$ cat config.mk
export PLATFORM = sky130hd
export DESIGN_NAME = mult4_seq_ctrl_flat
export DESIGN_NICKNAME = d
export VERILOG_FILES = /design/src/rtl/mult4_seq_ctrl_pkg.sv /design/src/rtl/mult4_seq_ctrl_if.sv /design/src/rtl/mult4_seq_ctrl_slice.sv /design/src/rtl/mult4_seq_ctrl.sv /design/src/flat_wrapper.sv
export SDC_FILE = /design/constraint.sdc
export NUM_CORES = 1
export LEC_CHECK = 0
export CORE_MARGIN = 4
export CORE_UTILIZATION = 45
export DETAILED_ROUTE_END_ITERATION = 6
export PLACE_DENSITY_LB_ADDON = 0.3
export SYNTH_ARGS = -nofsm -noshare
export SYNTH_HDL_FRONTEND = slang
export SYNTH_SLANG_ARGS = --single-unit
$ cat constraint.sdc
create_clock -name clk -period 7.3 [get_ports clk]
set_input_delay 2.19 -clock clk [delete_from_list [all_inputs] [get_ports clk]]
set_output_delay 2.19 -clock clk [all_outputs]
set_load 0.05 [all_outputs]
$ cat src/rtl/mult4_seq_ctrl_pkg.sv
`default_nettype none
// ============================================================================
// Module      : mult_pkg
// Description : Shared types and constants for the sequential 4x4 multiplier.
//               Holds the controller state encoding, the operand/slice/product
//               widths and the step-to-shift lookup used by the accumulator.
// Ports       : none (package)
// Revision    : 1.0 - initial release
// ============================================================================
package mult_pkg;

    localparam int OP_W    = 4;   // operand width
    localparam int SLICE_W = 2;   // slice operand width
    localparam int PROD_W  = 8;   // product / accumulator width
    localparam int SH_W    = 3;   // width of a shift amount (max shift is 4)

    typedef enum logic [1:0] {
        IDLE  = 2'd0,
        CALC  = 2'd1,
        FLUSH = 2'd2,
        DONE  = 2'd3
    } state_t;

    // Step 0 is lo*lo, steps 1 and 2 are the cross terms, step 3 is hi*hi.
    function automatic logic [SH_W-1:0] step_shift(input logic [1:0] step);
        logic [SH_W-1:0] sh;
        case (step)
            2'd0:    sh = 3'd0;
            2'd1:    sh = 3'd2;
            2'd2:    sh = 3'd2;
            default: sh = 3'd4;
        endcase
        return sh;
    endfunction

endpackage : mult_pkg
`default_nettype wire

$ cat src/rtl/mult4_seq_ctrl_if.sv
`default_nettype none
// ============================================================================
// Module      : mult_if
// Description : Start/busy/done handshake bundle for mult4_seq_ctrl.
// Signals     : start   - request a multiply (master -> slave)
//               a, b    - 4-bit unsigned operands (master -> slave)
//               busy    - controller is working (slave -> master)
//               done    - one-cycle completion pulse (slave -> master)
//               product - 8-bit result, held until next accepted start
// Revision    : 1.0 - initial release
// ============================================================================
interface mult_if;
    import mult_pkg::*;

    logic              start;
    logic [OP_W-1:0]   a;
    logic [OP_W-1:0]   b;
    logic              busy;
    logic              done;
    logic [PROD_W-1:0] product;

    modport master (
        output start, a, b,
        input  busy, done, product
    );

    modport slave (
        input  start, a, b,
        output busy, done, product
    );

endinterface : mult_if
`default_nettype wire

$ cat src/rtl/mult4_seq_ctrl_slice.sv
`default_nettype none
// ============================================================================
// Module      : mult2x2_slice
// Description : Purely combinational 2-bit x 2-bit -> 4-bit unsigned multiplier.
// Ports       : a_i [1:0] - slice multiplicand
//               b_i [1:0] - slice multiplier
//               p_o [3:0] - a_i * b_i
// Revision    : 1.0 - initial release
// ============================================================================
module mult2x2_slice
    import mult_pkg::*;
(
    input  logic [SLICE_W-1:0]   a_i,
    input  logic [SLICE_W-1:0]   b_i,
    output logic [2*SLICE_W-1:0] p_o
);

    localparam int PW = 2 * SLICE_W;

    assign p_o = PW'(a_i) * PW'(b_i);

endmodule : mult2x2_slice
`default_nettype wire

$ cat src/rtl/mult4_seq_ctrl.sv
`default_nettype none
// ============================================================================
// Module      : mult4_seq_ctrl
// Description : Sequential 4x4 unsigned multiplier. Feeds the four 2x2 partial
//               products through one shared slice and shift-accumulates them
//               into an 8-bit product.
// Parameters  : PIPE_PP - 1 registers the slice result (plus shift) before the
//                         add, costing one extra FLUSH cycle.
// Ports       : clk     - system clock, rising edge
//               rst_n   - asynchronous active-low reset
//               bus     - mult_if slave: start/a/b in, busy/done/product out
// Revision    : 1.0 - initial release
// ============================================================================
module mult4_seq_ctrl
    import mult_pkg::*;
#(
    parameter int PIPE_PP = 0
) (
    input  logic   clk,
    input  logic   rst_n,
    mult_if.slave  bus
);

    state_t              state_q, state_d;
    logic [1:0]          step_q, step_d;
    logic [OP_W-1:0]     a_q, a_d;
    logic [OP_W-1:0]     b_q, b_d;
    logic [PROD_W-1:0]   acc_q, acc_d;
    logic [PROD_W-1:0]   product_q, product_d;

    logic [SLICE_W-1:0]   slice_a;
    logic [SLICE_W-1:0]   slice_b;
    logic [2*SLICE_W-1:0] slice_p;
    logic [PROD_W-1:0]    add_term;

    // step[1] picks the a half, step[0] picks the b half.
    assign slice_a = step_q[1] ? a_q[3:2] : a_q[1:0];
    assign slice_b = step_q[0] ? b_q[3:2] : b_q[1:0];

    mult2x2_slice u_slice (
        .a_i (slice_a),
        .b_i (slice_b),
        .p_o (slice_p)
    );

    generate
        if (PIPE_PP != 0) begin : g_pipe
            logic [2*SLICE_W-1:0] pp_q;
            logic [SH_W-1:0]      pp_sh_q;

            // Cleared on start so the add in CALC step 0 contributes nothing.
            always_ff @(posedge clk or negedge rst_n) begin
                if (!rst_n) begin
                    pp_q    <= '0;
                    pp_sh_q <= '0;
                end else if (state_q == IDLE && bus.start) begin
                    pp_q    <= '0;
                    pp_sh_q <= '0;
                end else if (state_q == CALC) begin
                    pp_q    <= slice_p;
                    pp_sh_q <= step_shift(step_q);
                end
            end

            assign add_term = PROD_W'(pp_q) << pp_sh_q;
        end else begin : g_direct
            assign add_term = PROD_W'(slice_p) << step_shift(step_q);
        end
    endgenerate

    always_ff @(posedge clk or negedge rst_n) begin
        if (!rst_n) begin
            state_q   <= IDLE;
            step_q    <= '0;
            a_q       <= '0;
            b_q       <= '0;
            acc_q     <= '0;
            product_q <= '0;
        end else begin
            state_q   <= state_d;
            step_q    <= step_d;
            a_q       <= a_d;
            b_q       <= b_d;
            acc_q     <= acc_d;
            product_q <= product_d;
        end
    end

    // The product register is loaded on the edge entering DONE, so the value
    // is already valid in the cycle where done is high.
    always_comb begin
        state_d   = state_q;
        step_d    = step_q;
        a_d       = a_q;
        b_d       = b_q;
        acc_d     = acc_q;
        product_d = product_q;

        case (state_q)
            IDLE: begin
                if (bus.start) begin
                    a_d     = bus.a;
                    b_d     = bus.b;
                    acc_d   = '0;
                    step_d  = 2'd0;
                    state_d = CALC;
                end
            end
            CALC: begin
                acc_d  = acc_q + add_term;
                step_d = step_q + 2'd1;
                if (step_q == 2'd3) begin
                    if (PIPE_PP != 0) begin
                        state_d = FLUSH;
                    end else begin
                        state_d   = DONE;
                        product_d = acc_d;
                    end
                end
            end
            FLUSH: begin
                acc_d     = acc_q + add_term;
                product_d = acc_d;
                state_d   = DONE;
            end
            DONE: begin
                state_d = IDLE;
            end
            default: begin
                state_d = IDLE;
            end
        endcase
    end

    assign bus.busy    = (state_q == CALC) || (state_q == FLUSH);
    assign bus.done    = (state_q == DONE);
    assign bus.product = product_q;

endmodule : mult4_seq_ctrl
`default_nettype wire

$ cat src/flat_wrapper.sv
// flat-port wrapper written by rule: the top's interface ports become plain ports
module mult4_seq_ctrl_flat import mult_pkg::*;
#(
    parameter int PIPE_PP = 0
)
  (clk, rst_n, bus_start, bus_a, bus_b, bus_busy, bus_done, bus_product);
  mult_if bus_i ();
  input  logic clk;
  input  logic rst_n;
  input wire logic [$bits(bus_i.start)-1:0] bus_start;
  input wire logic [$bits(bus_i.a)-1:0] bus_a;
  input wire logic [$bits(bus_i.b)-1:0] bus_b;
  output wire logic [$bits(bus_i.busy)-1:0] bus_busy;
  output wire logic [$bits(bus_i.done)-1:0] bus_done;
  output wire logic [$bits(bus_i.product)-1:0] bus_product;
  assign bus_i.start = bus_start;
  assign bus_i.a = bus_a;
  assign bus_i.b = bus_b;
  assign bus_busy = bus_i.busy;
  assign bus_done = bus_i.done;
  assign bus_product = bus_i.product;
  mult4_seq_ctrl #(.PIPE_PP(PIPE_PP)) u_core (.clk(clk), .rst_n(rst_n), .bus(bus_i));
endmodule
==> impl_metrics.xml <==
<?xml version="1.0" encoding="UTF-8"?>
<metrics>
  <group name="min_path">
    <metric name="hold_path_startpoint" unit="">u_core.bus.product[1]$_DFFE_PN0P_</metric>
    <metric name="holdPathStages" unit="">2</metric>
    <metric name="hold_path_class" unit="">register to register</metric>
    <metric name="min_delay_worst_endpoint" unit="">u_core.bus.product[1]$_DFFE_PN0P_</metric>
  </group>
  <group name="layout">
    <metric name="finalNetCount" unit="">199</metric>
    <metric name="layout-drive-gt1-share" unit="">0.116</metric>
    <metric name="seqCellArea" unit="um2">701</metric>
    <metric name="fillerInstances" unit="">317</metric>
    <metric name="antennaDiodeCount" unit="">0</metric>
    <metric name="multi_input_comb_area" unit="um2">855</metric>
    <metric name="area.growth.synth_to_final" unit="%">18.1</metric>
  </group>
  <group name="critical_path">
    <metric name="r2r_slack" unit="ns">3.96</metric>
    <metric name="critical_path.max_stage_delay" unit="ns">0.85</metric>
    <metric name="r2r_cells" unit="">13</metric>
    <metric name="timing.critical_path.fanout_max" unit="">9</metric>
    <metric name="arrival_time_reported_for_the_critical_path_endpoint" unit="ns">2.11</metric>
    <metric name="critPathSlowestCell" unit="">sky130_fd_sc_hd__clkdlybuf4s50_1</metric>
    <metric name="critical_path.endpoint_type" unit="">primary output</metric>
    <metric name="critPathTopFamily" unit="">buffers and inverters</metric>
    <metric name="crit-reg2reg-capture" unit="">u_core.bus.product[6]$_DFFE_PN0P_</metric>
    <metric name="regToRegStartpoint" unit="">u_core.step_q[1]$_DFFE_PN0P_</metric>
    <metric name="path_cells" unit="">inv_1 &gt; ha_1 &gt; clkdlybuf4s50_1</metric>
    <metric name="cp_data_required_time" unit="ns">5.11</metric>
    <metric name="crit_path_start_kind" unit="">register</metric>
    <metric name="critical_path_class" unit="">register to primary output</metric>
    <metric name="path_buf_inv" unit="">2</metric>
  </group>
  <group name="grt">
    <metric name="global_route.peak_usage_layer" unit="">met2</metric>
    <metric name="grt_overflow_total" unit="">0</metric>
    <metric name="wire_length_of_the_first_global_routing_pass" unit="um">5510</metric>
    <metric name="groute.layer.met3.usage" unit="">0.0266</metric>
    <metric name="grt_pass1_vias" unit="">1233</metric>
    <metric name="antenna_violations_before_repair" unit="">0</metric>
    <metric name="grt_max_degree" unit="">29</metric>
    <metric name="global_route.usage.total" unit="">0.163</metric>
    <metric name="global_route.usage.met1" unit="">0.213</metric>
    <metric name="globalRouteMet2Util" unit="">0.259</metric>
  </group>
  <group name="route">
    <metric name="detailed_routing_iteration_count_for_the_pre_antenna_repair_pass" unit="">4</metric>
    <metric name="detail-route-antenna-nets" unit="">0</metric>
    <metric name="finalWirelength" unit="um">3300</metric>
    <metric name="drtIter0Drc" unit="">34</metric>
    <metric name="route.vias.total" unit="">1162</metric>
    <metric name="wl_per_cell" unit="um">15.1</metric>
    <metric name="vias_per_cell" unit="">5.33</metric>
    <metric name="detail_route.drc_violations" unit="">0</metric>
  </group>
  <group name="clocking">
    <metric name="ctsLongestPathBuffers" unit="">2</metric>
    <metric name="cts-hold-fix-buffers" unit="">0</metric>
    <metric name="cts_post_setup_buffers_inserted" unit="">0</metric>
    <metric name="root_buffer" unit="">sky130_fd_sc_hd__clkbuf_4</metric>
    <metric name="clock_tree.htree_level_count" unit="">1</metric>
    <metric name="insertion_delay" unit="ns">0.32</metric>
    <metric name="tritoncts" unit="">yes</metric>
    <metric name="path_clk_slew" unit="ns">0.14</metric>
    <metric name="cts_num_sinks" unit="">28</metric>
    <metric name="cts-buffers-inserted" unit="">3</metric>
    <metric name="post_cts_resize_count" unit="">0</metric>
  </group>
  <group name="yosys">
    <metric name="ys_types" unit="">31</metric>
    <metric name="syn-instance-count" unit="">150</metric>
    <metric name="synth_area_leaders" unit="">sky130_fd_sc_hd__dfrtp_1 44%, sky130_fd_sc_hd__ha_1 11%, sky130_fd_sc_hd__mux2_2 9.2%</metric>
    <metric name="synth_seq_area_share" unit="">0.440</metric>
    <metric name="synthesis.yosys.warnings" unit="">0</metric>
    <metric name="netlist_area" unit="mm2">0.00159</metric>
    <metric name="flip_flop_and_latch_count_after_synthesis" unit="">28</metric>
    <metric name="synth_top_cell_area_share" unit="">0.440</metric>
    <metric name="postSynthAreaPerCell" unit="um2">10.6</metric>
    <metric name="synthesis.nets" unit="">176</metric>
    <metric name="synth.largest_area_cell" unit="">sky130_fd_sc_hd__dfrtp_1</metric>
  </group>
  <group name="floorplanning">
    <metric name="floorplan.rows" unit="">21</metric>
    <metric name="io-pin-count" unit="">21</metric>
    <metric name="initial_utilization" unit="">0.473</metric>
    <metric name="placeableCoreArea" unit="mm2">0.00336</metric>
    <metric name="die_x" unit="um">67.5</metric>
    <metric name="die-area" unit="mm2">0.00455</metric>
    <metric name="die_height" unit="um">67.5</metric>
  </group>
  <group name="run">
    <metric name="drv_cap" unit="">0</metric>
  </group>
  <group name="timing">
    <metric name="finalSetupViolCount" unit="">0</metric>
    <metric name="drv_slew" unit="">0</metric>
    <metric name="maxClockFrequency" unit="GHz">0.232</metric>
    <metric name="timing.final.crit_share" unit="">0.589</metric>
    <metric name="final_hold_viol_count" unit="">0</metric>
    <metric name="worst_clock_skew" unit="ns">0.00651</metric>
    <metric name="timing_worst_slew_pin_value" unit="ns">0.583</metric>
    <metric name="rsz_0062_raised_after_global_routing" unit="">false</metric>
    <metric name="maxSlewHeadroom" unit="">0.609</metric>
    <metric name="min_period" unit="ns">4.30</metric>
    <metric name="tns" unit="ns">0</metric>
  </group>
  <group name="placement">
    <metric name="post-dp-hpwl" unit="um">2610</metric>
    <metric name="placement.io_buffers" unit="">20</metric>
    <metric name="gp_weighted_congestion" unit="">0.789</metric>
  </group>
  <group name="run_status">
    <metric name="result_of_the_run" unit="">finished, final reports clean</metric>
  </group>
</metrics>
==> layer usage <==
metal | part of all wire | vias up
met5 | 0 | -
met4 | 0.022 | 0
met3 | 0.017 | 8
met2 | 0.48 | 13
met1 | 0.48 | 566
li1 | - | 575
==> kinds of logic after synthesis <==
family / synth area share
AO/OA/AOI/OAI: 0.136
adder cells (fa/ha/maj): 0.123
buffers and inverters: 0.0228
flip-flops: 0.440
XOR/XNOR: 0.0220
AND/OR/NAND/NOR: 0.127
multiplexers: 0.130
==> state kept, by name (all words and copies together) (netlist names) <==
name,flops
u_core.a_q,4
u_core.acc_q,8
u_core.b_q,4
u_core.bus.product,8
u_core.state_q,2
u_core.step_q,2
==> how the worst max path moves through the flow <==
stage | startpoint | to | slack, ns | cells after the start
after floorplan | u_core.state_q[0]$_DFFE_PN0P_ | bus_busy | 4.03 | 2
after global placement | u_core.state_q[0]$_DFFE_PN0P_ | bus_busy | 3.43 | 3
after detailed placement | u_core.state_q[0]$_DFFE_PN0P_ | bus_busy | 3.37 | 3
after CTS | u_core.state_q[0]$_DFFE_PN0P_ | bus_busy | 2.98 | 3
after global routing | u_core.state_q[0]$_DFFE_PN0P_ | bus_busy | 2.89 | 3
final | u_core.state_q[0]$_DFFE_PN0P_ | bus_busy | 3.00 | 3
==> worst register-to-register path, stage by stage (launching register included) <==
cell and delay (ns):
sky130_fd_sc_hd__dfrtp_1 0.46, sky130_fd_sc_hd__mux2i_1 0.37, sky130_fd_sc_hd__nor2_1 0.10, sky130_fd_sc_hd__ha_1 0.21, sky130_fd_sc_hd__ha_1 0.30, sky130_fd_sc_hd__mux2i_1 0.18
sky130_fd_sc_hd__nor2_1 0.08, sky130_fd_sc_hd__ha_1 0.35, sky130_fd_sc_hd__nor2b_4 0.15, sky130_fd_sc_hd__o21ai_2 0.13, sky130_fd_sc_hd__a21boi_1 0.11, sky130_fd_sc_hd__o21a_1 0.18
sky130_fd_sc_hd__or3_1 0.36, sky130_fd_sc_hd__a41o_1 0.26
==> cell usage in the layout, fill, tap and decap left out, types with 2 or more instances in the layout <==
master	instances
sky130_fd_sc_hd__a211oi_1	2
sky130_fd_sc_hd__a32o_1	2
sky130_fd_sc_hd__nand2_1	18
sky130_fd_sc_hd__a21oi_1	2
sky130_fd_sc_hd__o21ai_0	13
sky130_fd_sc_hd__dfrtp_1	28
sky130_fd_sc_hd__nor2b_1	4
sky130_fd_sc_hd__nand2b_1	2
sky130_fd_sc_hd__a22o_1	6
sky130_fd_sc_hd__ha_1	14
sky130_fd_sc_hd__inv_1	6
sky130_fd_sc_hd__mux2_2	13
sky130_fd_sc_hd__mux2i_1	6
sky130_fd_sc_hd__xnor2_1	3
sky130_fd_sc_hd__and2_1	2
sky130_fd_sc_hd__clkdlybuf4s50_1	20
sky130_fd_sc_hd__nor2_1	13
sky130_fd_sc_hd__clkbuf_4	3
==> cell usage after synthesis <==
cell and instances:
sky130_fd_sc_hd__mux2i_1 6, sky130_fd_sc_hd__a32o_1 2, sky130_fd_sc_hd__o211ai_1 1, sky130_fd_sc_hd__o21ai_1 1, sky130_fd_sc_hd__clkbuf_1 1, sky130_fd_sc_hd__or3_1 1
sky130_fd_sc_hd__o21a_1 1, sky130_fd_sc_hd__a211oi_1 2, sky130_fd_sc_hd__nand2b_1 2, sky130_fd_sc_hd__buf_2 2, sky130_fd_sc_hd__fa_1 1, sky130_fd_sc_hd__nor2b_4 1
sky130_fd_sc_hd__a21o_1 1, sky130_fd_sc_hd__a21boi_1 1, sky130_fd_sc_hd__ha_1 14, sky130_fd_sc_hd__nand4b_1 1, sky130_fd_sc_hd__a21oi_1 2, sky130_fd_sc_hd__xnor2_1 3
sky130_fd_sc_hd__nand2_1 18, sky130_fd_sc_hd__a41o_1 1, sky130_fd_sc_hd__nor4_1 1, sky130_fd_sc_hd__mux2_2 13, sky130_fd_sc_hd__o21ai_0 13, sky130_fd_sc_hd__a22o_1 6
sky130_fd_sc_hd__dfrtp_1 28, sky130_fd_sc_hd__o21ai_2 1, sky130_fd_sc_hd__nor2b_1 4, sky130_fd_sc_hd__inv_1 6, sky130_fd_sc_hd__xor2_1 1, sky130_fd_sc_hd__and2_1 2
sky130_fd_sc_hd__nor2_1 13
==> stage by stage <==
stage	setup WS [ns]	area (um2)	utilization	instances	hold slack [ns]
after global routing	2.89	1880	0.559	218	0.547
final	3.00	1880	0.559	218	0.505
after detailed placement	3.37	1840	0.548	214	0.474
after floorplan	4.03	1590	-	150	0.456
after CTS	2.98	1880	0.559	218	0.505
after global placement	3.43	1840	0.548	214	0.463
==> cell type report <==
type                    instances  share of cell area
flip-flops and latches         28               0.373
multi-input cells             113               0.455
repair buffers                 21               0.111
well taps                      46              0.0306
inverters                       6              0.0120
clock buffers                   4              0.0193
Power is not shown: default switching activity piles up to over one toggle a cycle in this logic, so the estimate is an artifact.
